--- config.mk ---
export PLATFORM = sky130hd
export DESIGN_NAME = mem_arbiter_n
export DESIGN_NICKNAME = d
export VERILOG_FILES = /design/src/rtl/mem_arbiter_n.sv
export SDC_FILE = /design/constraint.sdc
export NUM_CORES = 1
export LEC_CHECK = 0
export ABC_AREA = 0
export CORE_ASPECT_RATIO = 1.25
export CORE_UTILIZATION = 48
export DETAILED_ROUTE_END_ITERATION = 12
export PLACE_DENSITY = 0.88
export SKIP_CTS_REPAIR_TIMING = 1
export SLEW_MARGIN = 5
export SYNTH_ARGS = -nofsm -noshare
export SYNTH_HDL_FRONTEND = slang
export SYNTH_SLANG_ARGS = --single-unit
--- constraint.sdc ---
create_clock -name clk -period 7.1 [get_ports clk]
set_input_delay 1.42 -clock clk [delete_from_list [all_inputs] [get_ports clk]]
set_output_delay 1.42 -clock clk [all_outputs]
set_load 0.005 [all_outputs]
--- src/rtl/mem_arbiter_n.sv ---
// Multi-channel memory arbiter: grants one request at a time and moves 1/2/4 bytes over an 8-bit bus.
// Define MEM_ARB_RR_EN for round-robin grant; otherwise fixed priority with the lowest index winning.
//
// state | meaning
// IDLE  | no transfer in flight; grant decided here; done pulses land here
// ADDR  | bus carries address of byte k (and write data); read bytes k-1 captured
// TAIL  | read only: capture final byte, then done with rdata
module mem_arbiter_n #(
  parameter int NCH    = 3,
  parameter int ADDR_W = 18
) (
  input  logic                clk,
  input  logic                rst,
  input  logic [NCH-1:0]      req,
  input  logic [NCH-1:0]      we,
  input  logic [2*NCH-1:0]    size,
  input  logic [32*NCH-1:0]   addr,
  input  logic [32*NCH-1:0]   wdata,
  output logic [31:0]         rdata,
  output logic [NCH-1:0]      done,
  output logic                busy,
  input  logic [7:0]          mem_din,
  output logic [7:0]          mem_dout,
  output logic [31:0]         mem_a,
  output logic                mem_wr
);

  localparam int CW = $clog2(NCH);

  typedef enum logic [1:0] {IDLE, ADDR, TAIL} state_t;
  state_t state, state_nx;

  logic [31:0] addr_a  [NCH];
  logic [31:0] wdata_a [NCH];
  logic [1:0]  size_a  [NCH];
  logic        unused_hi;

  always_comb begin
    unused_hi = 1'b0;
    for (int i = 0; i < NCH; i++) begin
      addr_a[i]  = addr[32*i +: 32];
      wdata_a[i] = wdata[32*i +: 32];
      size_a[i]  = size[2*i +: 2];
      unused_hi  = unused_hi ^ (^addr_a[i][31:ADDR_W]);
    end
  end

  // A channel finishing this cycle must not be re-granted before it drops req.
  logic [NCH-1:0] elig;
  logic           gnt_vld;
  logic [CW-1:0]  gnt_ch;
  assign elig = req & ~done;

`ifdef MEM_ARB_RR_EN
  logic [CW-1:0] rr_ptr;
  always_comb begin
    logic [CW-1:0] cand;
    gnt_vld = 1'b0;
    gnt_ch  = '0;
    cand    = '0;
    // Descending scan with overwrite leaves the channel right after rr_ptr as winner.
    for (int i = NCH; i >= 1; i--) begin
      cand = CW'((int'(rr_ptr) + i) % NCH);
      if (elig[cand]) begin
        gnt_vld = 1'b1;
        gnt_ch  = cand;
      end
    end
  end

  always_ff @(posedge clk or negedge rst) begin
    if (!rst)                            rr_ptr <= CW'(NCH-1);
    else if (state == IDLE && gnt_vld)   rr_ptr <= gnt_ch;
  end
`else
  always_comb begin
    gnt_vld = 1'b0;
    gnt_ch  = '0;
    for (int i = NCH-1; i >= 0; i--) begin
      if (elig[CW'(i)]) begin
        gnt_vld = 1'b1;
        gnt_ch  = CW'(i);
      end
    end
  end
`endif

  logic [CW-1:0]     ch_q,   ch_d;
  logic              we_q,   we_d;
  logic [1:0]        last_q, last_d;
  logic [1:0]        k_q,    k_d;
  logic [ADDR_W-1:0] base_q, base_d;
  logic [31:0]       wbuf_q, wbuf_d;
  logic [31:0]       rbuf_q, rbuf_d;

  logic [31:0]    mem_a_d, rdata_d;
  logic [7:0]     mem_dout_d;
  logic           mem_wr_d, busy_d;
  logic [NCH-1:0] done_d;

  always_ff @(posedge clk or negedge rst) begin
    if (!rst) state <= IDLE;
    else      state <= state_nx;
  end

  always_comb begin
    state_nx = state;
    case (state)
      IDLE:    if (gnt_vld) state_nx = ADDR;
      ADDR:    if (k_q == last_q) state_nx = we_q ? IDLE : TAIL;
      TAIL:    state_nx = IDLE;
      default: state_nx = IDLE;
    endcase
  end

  always_comb begin
    logic [1:0]        k_nx;
    logic [ADDR_W-1:0] a_nx;
    logic [31:0]       wsh;
    logic [1:0]        g_size;
    logic [31:0]       g_addr, g_wdata;

    ch_d       = ch_q;
    we_d       = we_q;
    last_d     = last_q;
    k_d        = k_q;
    base_d     = base_q;
    wbuf_d     = wbuf_q;
    rbuf_d     = rbuf_q;
    mem_a_d    = mem_a;
    mem_dout_d = mem_dout;
    mem_wr_d   = 1'b0;
    done_d     = '0;
    rdata_d    = rdata;
    k_nx       = k_q + 2'd1;
    a_nx       = base_q + ADDR_W'(k_nx);
    wsh        = wbuf_q >> {k_nx, 3'b000};
    g_size     = size_a[gnt_ch];
    g_addr     = addr_a[gnt_ch];
    g_wdata    = wdata_a[gnt_ch];

    case (state)
      IDLE: begin
        if (gnt_vld) begin
          ch_d       = gnt_ch;
          we_d       = we[gnt_ch];
          last_d     = (g_size == 2'd0) ? 2'd0 : (g_size == 2'd1) ? 2'd1 : 2'd3;
          k_d        = 2'd0;
          base_d     = g_addr[ADDR_W-1:0];
          wbuf_d     = g_wdata;
          rbuf_d     = '0;
          mem_a_d    = 32'(g_addr[ADDR_W-1:0]);
          mem_wr_d   = we[gnt_ch];
          mem_dout_d = we[gnt_ch] ? g_wdata[7:0] : mem_dout;
        end
      end
      ADDR: begin
        // Memory answers one cycle late, so this cycle's mem_din is byte k-1.
        if (!we_q && k_q != 2'd0) begin
          for (int b = 0; b < 4; b++)
            if (2'(b) == k_q - 2'd1) rbuf_d[8*b +: 8] = mem_din;
        end
        if (k_q != last_q) begin
          k_d        = k_nx;
          mem_a_d    = 32'(a_nx);
          mem_wr_d   = we_q;
          mem_dout_d = we_q ? wsh[7:0] : mem_dout;
        end else if (we_q) begin
          done_d = NCH'(1) << ch_q;
        end
      end
      TAIL: begin
        for (int b = 0; b < 4; b++)
          if (2'(b) == last_q) rbuf_d[8*b +: 8] = mem_din;
        rdata_d = rbuf_d;
        done_d  = NCH'(1) << ch_q;
      end
      default: ;
    endcase
    busy_d = (state_nx != IDLE);
  end

  always_ff @(posedge clk or negedge rst) begin
    if (!rst) begin
      ch_q     <= '0;
      we_q     <= 1'b0;
      last_q   <= 2'd0;
      k_q      <= 2'd0;
      base_q   <= '0;
      wbuf_q   <= '0;
      rbuf_q   <= '0;
      mem_a    <= '0;
      mem_dout <= '0;
      mem_wr   <= 1'b0;
      done     <= '0;
      rdata    <= '0;
      busy     <= 1'b0;
    end else begin
      ch_q     <= ch_d;
      we_q     <= we_d;
      last_q   <= last_d;
      k_q      <= k_d;
      base_q   <= base_d;
      wbuf_q   <= wbuf_d;
      rbuf_q   <= rbuf_d;
      mem_a    <= mem_a_d;
      mem_dout <= mem_dout_d;
      mem_wr   <= mem_wr_d;
      done     <= done_d;
      rdata    <= rdata_d;
      busy     <= busy_d;
    end
  end

endmodule

# Word-level counts from Yosys, hierarchy flattened
# Index checks and enable logic that the tools add are counted.
classes:
  n_mux: 49
  order_cmp: 2
  n_reduce_logical: 17
  shifts: 2
  add_sub_neg: 3
  n_eq_ne: 20
  n_bitwise: 3
ops:
  columns: ["operator", "count"]
  rows:
  - ["$mux 32", 6]
  - ["$bmux 32 s2", 2]
  - ["$mux 8", 12]
  - ["$pmux 32 s3", 1]
  - ["$pmux 32 s2", 1]
  - ["$mux 18", 2]
  - ["$shr 32x5->8", 1]
  - ["$mux 2", 11]
  - ["$add 18x2->18", 1]
  - ["$ne 2x2->1 const B", 9]
  - ["$pmux 8 s2", 1]
  - ["$reduce_and 4->1", 4]
  - ["$eq 2x2->1 const A", 4]
  - ["$logic_not 2->1", 4]
  - ["$pmux 2 s2", 2]
  - ["$mux 3", 2]
  - ["$pmux 3 s2", 1]
  - ["$reduce_bool 2->1", 3]
  - ["$mux 1", 5]
  - ["$reduce_and 5->1", 1]
  - ["$bmux 2 s2", 1]
  - ["$eq 1x2->1 const A", 2]
  - ["$eq 2x1->1 const B", 2]
  - ["$ge 3x3->1 const B", 1]
  - ["other kinds (17)", 17]
totals:
  output_inout_bits: 77
  reg_bits: 168
  wordCells: 113

# Depth between registers and ports, before layout
depth:
  depth_word: 11
  mapped_depth: 9

# Least setup slack after synthesis
# OpenSTA, ideal clock, no wires.
synth_path:
  path_kind: "in2reg"
  start: "input port req[0]"
  end: "register mem_dout[0]"
  required_ns: 6.975
  path_stages: 6
  arrival_ns: 2.533
  setup_slack_ns: 4.442
  setup_ns: 0.125
  path_cell_list: "nand2b_1 nand3b_1 buf_4 mux2i_2 a22oi_4 mux2_2"
synth_via:
  elab_chain_len: 9
  elab_cells_between_ends: 15
  cone_classes: "eq/ne: 2; mux: 10; bitwise: 2; reduce/logical: 1"
synth_rtl:
  columns: ["element", "line", "source"]
  rows:
  - ["from (decl)", "14", "input logic [NCH-1:0] req,"]
  - ["$and 2x2->2 *", "52", "assign elig = req & ~done;"]
  - ["$mux 2", "80", "if (elig[CW'(i)]) begin"]
  - ["$not 2->3 (not written as such)", "140", "g_wdata = wdata_a[gnt_ch];"]
  - ["$bmux 32 s2", "140", null]
  - ["$mux 32 (not written as such) (2 in a row)", "140", null]
  - ["$mux 8", "154", "mem_dout_d = we[gnt_ch] ? g_wdata[7:0] : mem_dout;"]
  - ["$mux 8", "144", "if (gnt_vld) begin"]
  - ["$pmux 8 s2", "142", "case (state)"]
  - ["to (signal assigned)", "207", "mem_dout <= mem_dout_d;"]
  - ["to (decl)", "23", "output logic [7:0] mem_dout,"]
# Every way passes the cells marked *; elsewhere a longest branch is shown, timed or not. The select of a mux whose other input is x is not followed.
# A chain may end at the register's enable or synchronous reset.

# Worst setup path after layout
layout_path:
  start: "input port req[0]"
  end: "register mem_dout[7]"
# The elaborated chain is that of the path after synthesis.

==> impl_metrics.toml <==
[yosys]
synth_edf_count = 0
syn-cell-area_mm2 = 0.007784
yosysTopAreaCellShare_pct = 49.19
synth-compound-area-share_pct = 16.93
synth_warnings = 0
synth_top_family_by_area = "compound AO/OA/AOI/OAI gates"
synth_mux_area_share_pct = 11.38
synth_fa_ha_area_share_pct = 1.865
ys.flop_type = "dfrtp_1"
synth_seq_area_share_pct = 49.19
synth_simple_gate_area_share_pct = 13.23
async_reset_ff_share_pct = 100.0
synthTopCellsByArea = "dfrtp_1, mux2i_1, nor2_1, a21oi_1, nand2_1"
ys_types = 64
synthCells = 775
synth_largest_area_cell = "dfrtp_1"
yosys_register_bits = 153
synth.avg_cell_area_um2 = 10.04
synthXorXnorAreaFrac_pct = 2.234

[timing]
period_needed_ns = 3.698
finalCritPeriodShare_pct = 52.09
fmax_mhz = 270.4
final-setup-viol-count = 0
layout_setup_ws_ns = 3.402
tns_ns = 0
clock_skew_ns = 0.01598
final-hold-violation-count = 0
tightest_slew_ns = 0.9130
slew_headroom_pct = 38.57
slew_violations = 0
grt_setup_unrepaired = "false"

[grt]
grt_pass1_wl_um = 32600
grt_start_max_net_pins = 90
grt_pass1_vias = 6502
overflow = 0
antenna_found_initial = 0
track_usage_pct = 25.76

[finish]
final_layout_size_suffix_gt1_share_pct = 8.590
n_antenna_cell = 0
final_net_count = 1155
area_growth_pct = 30.93
num-fill-cells = 1251
mostFrequentLayoutCells = "clkdlybuf4s50_1, dfrtp_1, nor2_1"
finalInstanceArea_mm2 = 0.01019
instances_no_fill = 1155
final_common_cell = "clkdlybuf4s50_1"

[pwr]
clockPowerShare_pct = 17.4
p_int_mw = 2.965
p_leak_nw = 4.464
ir_worst_vdd_mv = 0.2487
seqPwrFrac_pct = 31.5
power_density_mw_per_mm2 = 493.7
switching_share_pct = 41.06
power.net_switching_mw = 2.066
combPwrFrac_pct = 51.1

[setup_path]
slowest_delay_ns = 0.57
cp_top_family = "buffers and inverters"
crit_chain = "clkdlybuf4s50_1 -> nand2b_1 -> nand3b_1 -> buf_4 -> mux2i_1 -> o21ai_0 -> mux2_2"
crit_fanout = 43
start_kind = "input pin"
critPathArrivalTime_ns = 4.01
crit_buf_inv = 2
end_kind = "register"
slowest_stage = "buf_4"
path_class = "in -> reg"
required_ns = 7.42

[route]
avgRoutedWirePerCell_um = 17.70
ant_nets = 0
vias = 6481
vias_per_cell = 5.611
totalWireLength_um = 20450
first_iter_violations = 489
firstDrtPassIters = 5
route.detailed.drc = 0

[die]
die-area_mm2 = 0.01673
start_util_pct = 49.59
die_y_um = 144.4
ioPinCount = 291
num_rows = 51
coreArea_mm2 = 0.01570
die_w_um = 115.9

[clock_tree]
numCtsBuffers = 17
cts_tree = "yes"
htree_levels = 4
cts-root-buf = "clkbuf_16"
cts_buffer_depth = 2
cts.sinks = 153
path_clk_slew_ns = 0.06
insertion_delay_ns = 0.44

[placement]
dp_hpwl_um = 14060
place_congestion = 0.8641
io_buffer_count = 180
place_area_mm2 = 0.009628
preCtsSetupSlack_ns = 2.922
place_inst = 1123

[run]
drv_cap = 0

[status]
status = "complete, no violations"

[min_path]
hold_path_class = "reg -> reg"
## registers in the layout, summed over array words and instances (netlist names)
register and count:
busy 1, ch_q 1, rdata 32, last_q 2
mem_dout 8, rbuf_q 32, we_q 1, k_q 2
state 2, done 3, wbuf_q 32, base_q 18
mem_wr 1, mem_a 18
## worst register-to-register path, cell delays in order, from the launching register on
cell	delay, ns
dfrtp_1	0.85
inv_1	0.21
ha_1	0.57
ha_1	0.39
a21o_1	0.23
nor4b_4	0.32
nand3_1	0.14
xnor2_1	0.15
o221a_2	0.24
## path summary, 6_finish.rpt
kind	slack (ns)	endpoint	startpoint	depth (start not counted)
setup / recovery	3.40	mem_dout[7]	req[0]	7
hold / removal	0.43	done[0]	ch_q[0]	1
setup reg to reg	3.90	mem_a[15]	k_q[0]	8
hold reg to reg	0.43	done[0]	ch_q[0]	1
max in group asynchronous	4.73	wbuf_q[27]	rst	2
min in group asynchronous	1.05	rdata[27]	rst	1
## power groups by stage
stage | clock network, mW | registers [mW] | logic (mW)
3_5_place_dp | 0 | 1.59 | 2.55
2_1_floorplan | 0 | 1.50 | 1.75
6_report | 0.874 | 1.58 | 2.57
3_3_place_gp | 0 | 1.56 | 2.46
4_1_cts | 0.878 | 1.58 | 2.58
5_1_grt | 0.918 | 1.63 | 2.83
## kinds of logic after synthesis
group                    Yosys count
XOR/XNOR                          19
flip-flops                       153
multiplexers                      76
AND/OR/NAND/NOR                  231
adder cells (fa/ha/maj)           11
AO/OA/AOI/OAI                    204
other                              1
buffers and inverters             80
## cell type report
cell class                 count  area [um^2]  area share, %
multi-input combinational    556         3626          35.58
clock buffer                  19        432.9          4.248
inverter                      16        60.06         0.5893
clock inverter                13        130.1          1.277
sequential                   153         3829          37.57
tap                          212        265.3          2.603
timing repair buffer         186         1848          18.13
## per-stage QoR
| step | power, mW | hold WS, ns | util (%) |
|---|---|---|---|
| final | 5.031 | 0.4316 | 64.92 |
| after global placement | 4.017 | 0.4122 | 61.33 |
| after detailed placement | 4.132 | 0.4383 | 61.33 |
| after CTS | 5.036 | 0.4427 | 64.92 |
| after floorplan | 3.252 | 0.4032 | - |
| after global routing | 5.381 | 0.4598 | 64.92 |
## routing by layer
metal	up-vias	routed length [um]	track usage [%]
met4	0	597	12.01
met1	3145	8228	31.12
li1	3020	-	-
met2	271	10490	44.08
met5	-	0	0
met3	45	1129	5.029
## synth_stat cells, drive strengths merged (3+ instances only)
master  instances
o21ai          45
a31oi          29
nand4           4
a21oi          66
clkbuf         22
a211o           4
a21o            6
o21bai          3
and3            3
mux2i          57
ha             10
buf            42
nor2          112
o221a           3
o22ai           5
nand2          83
mux2           11
a221oi          6
dfrtp         153
xnor2           9
nand3          12
xor2           10
a22o           25
inv            16
or2             3
mux4            8
(Power assumes the default switching activity.)
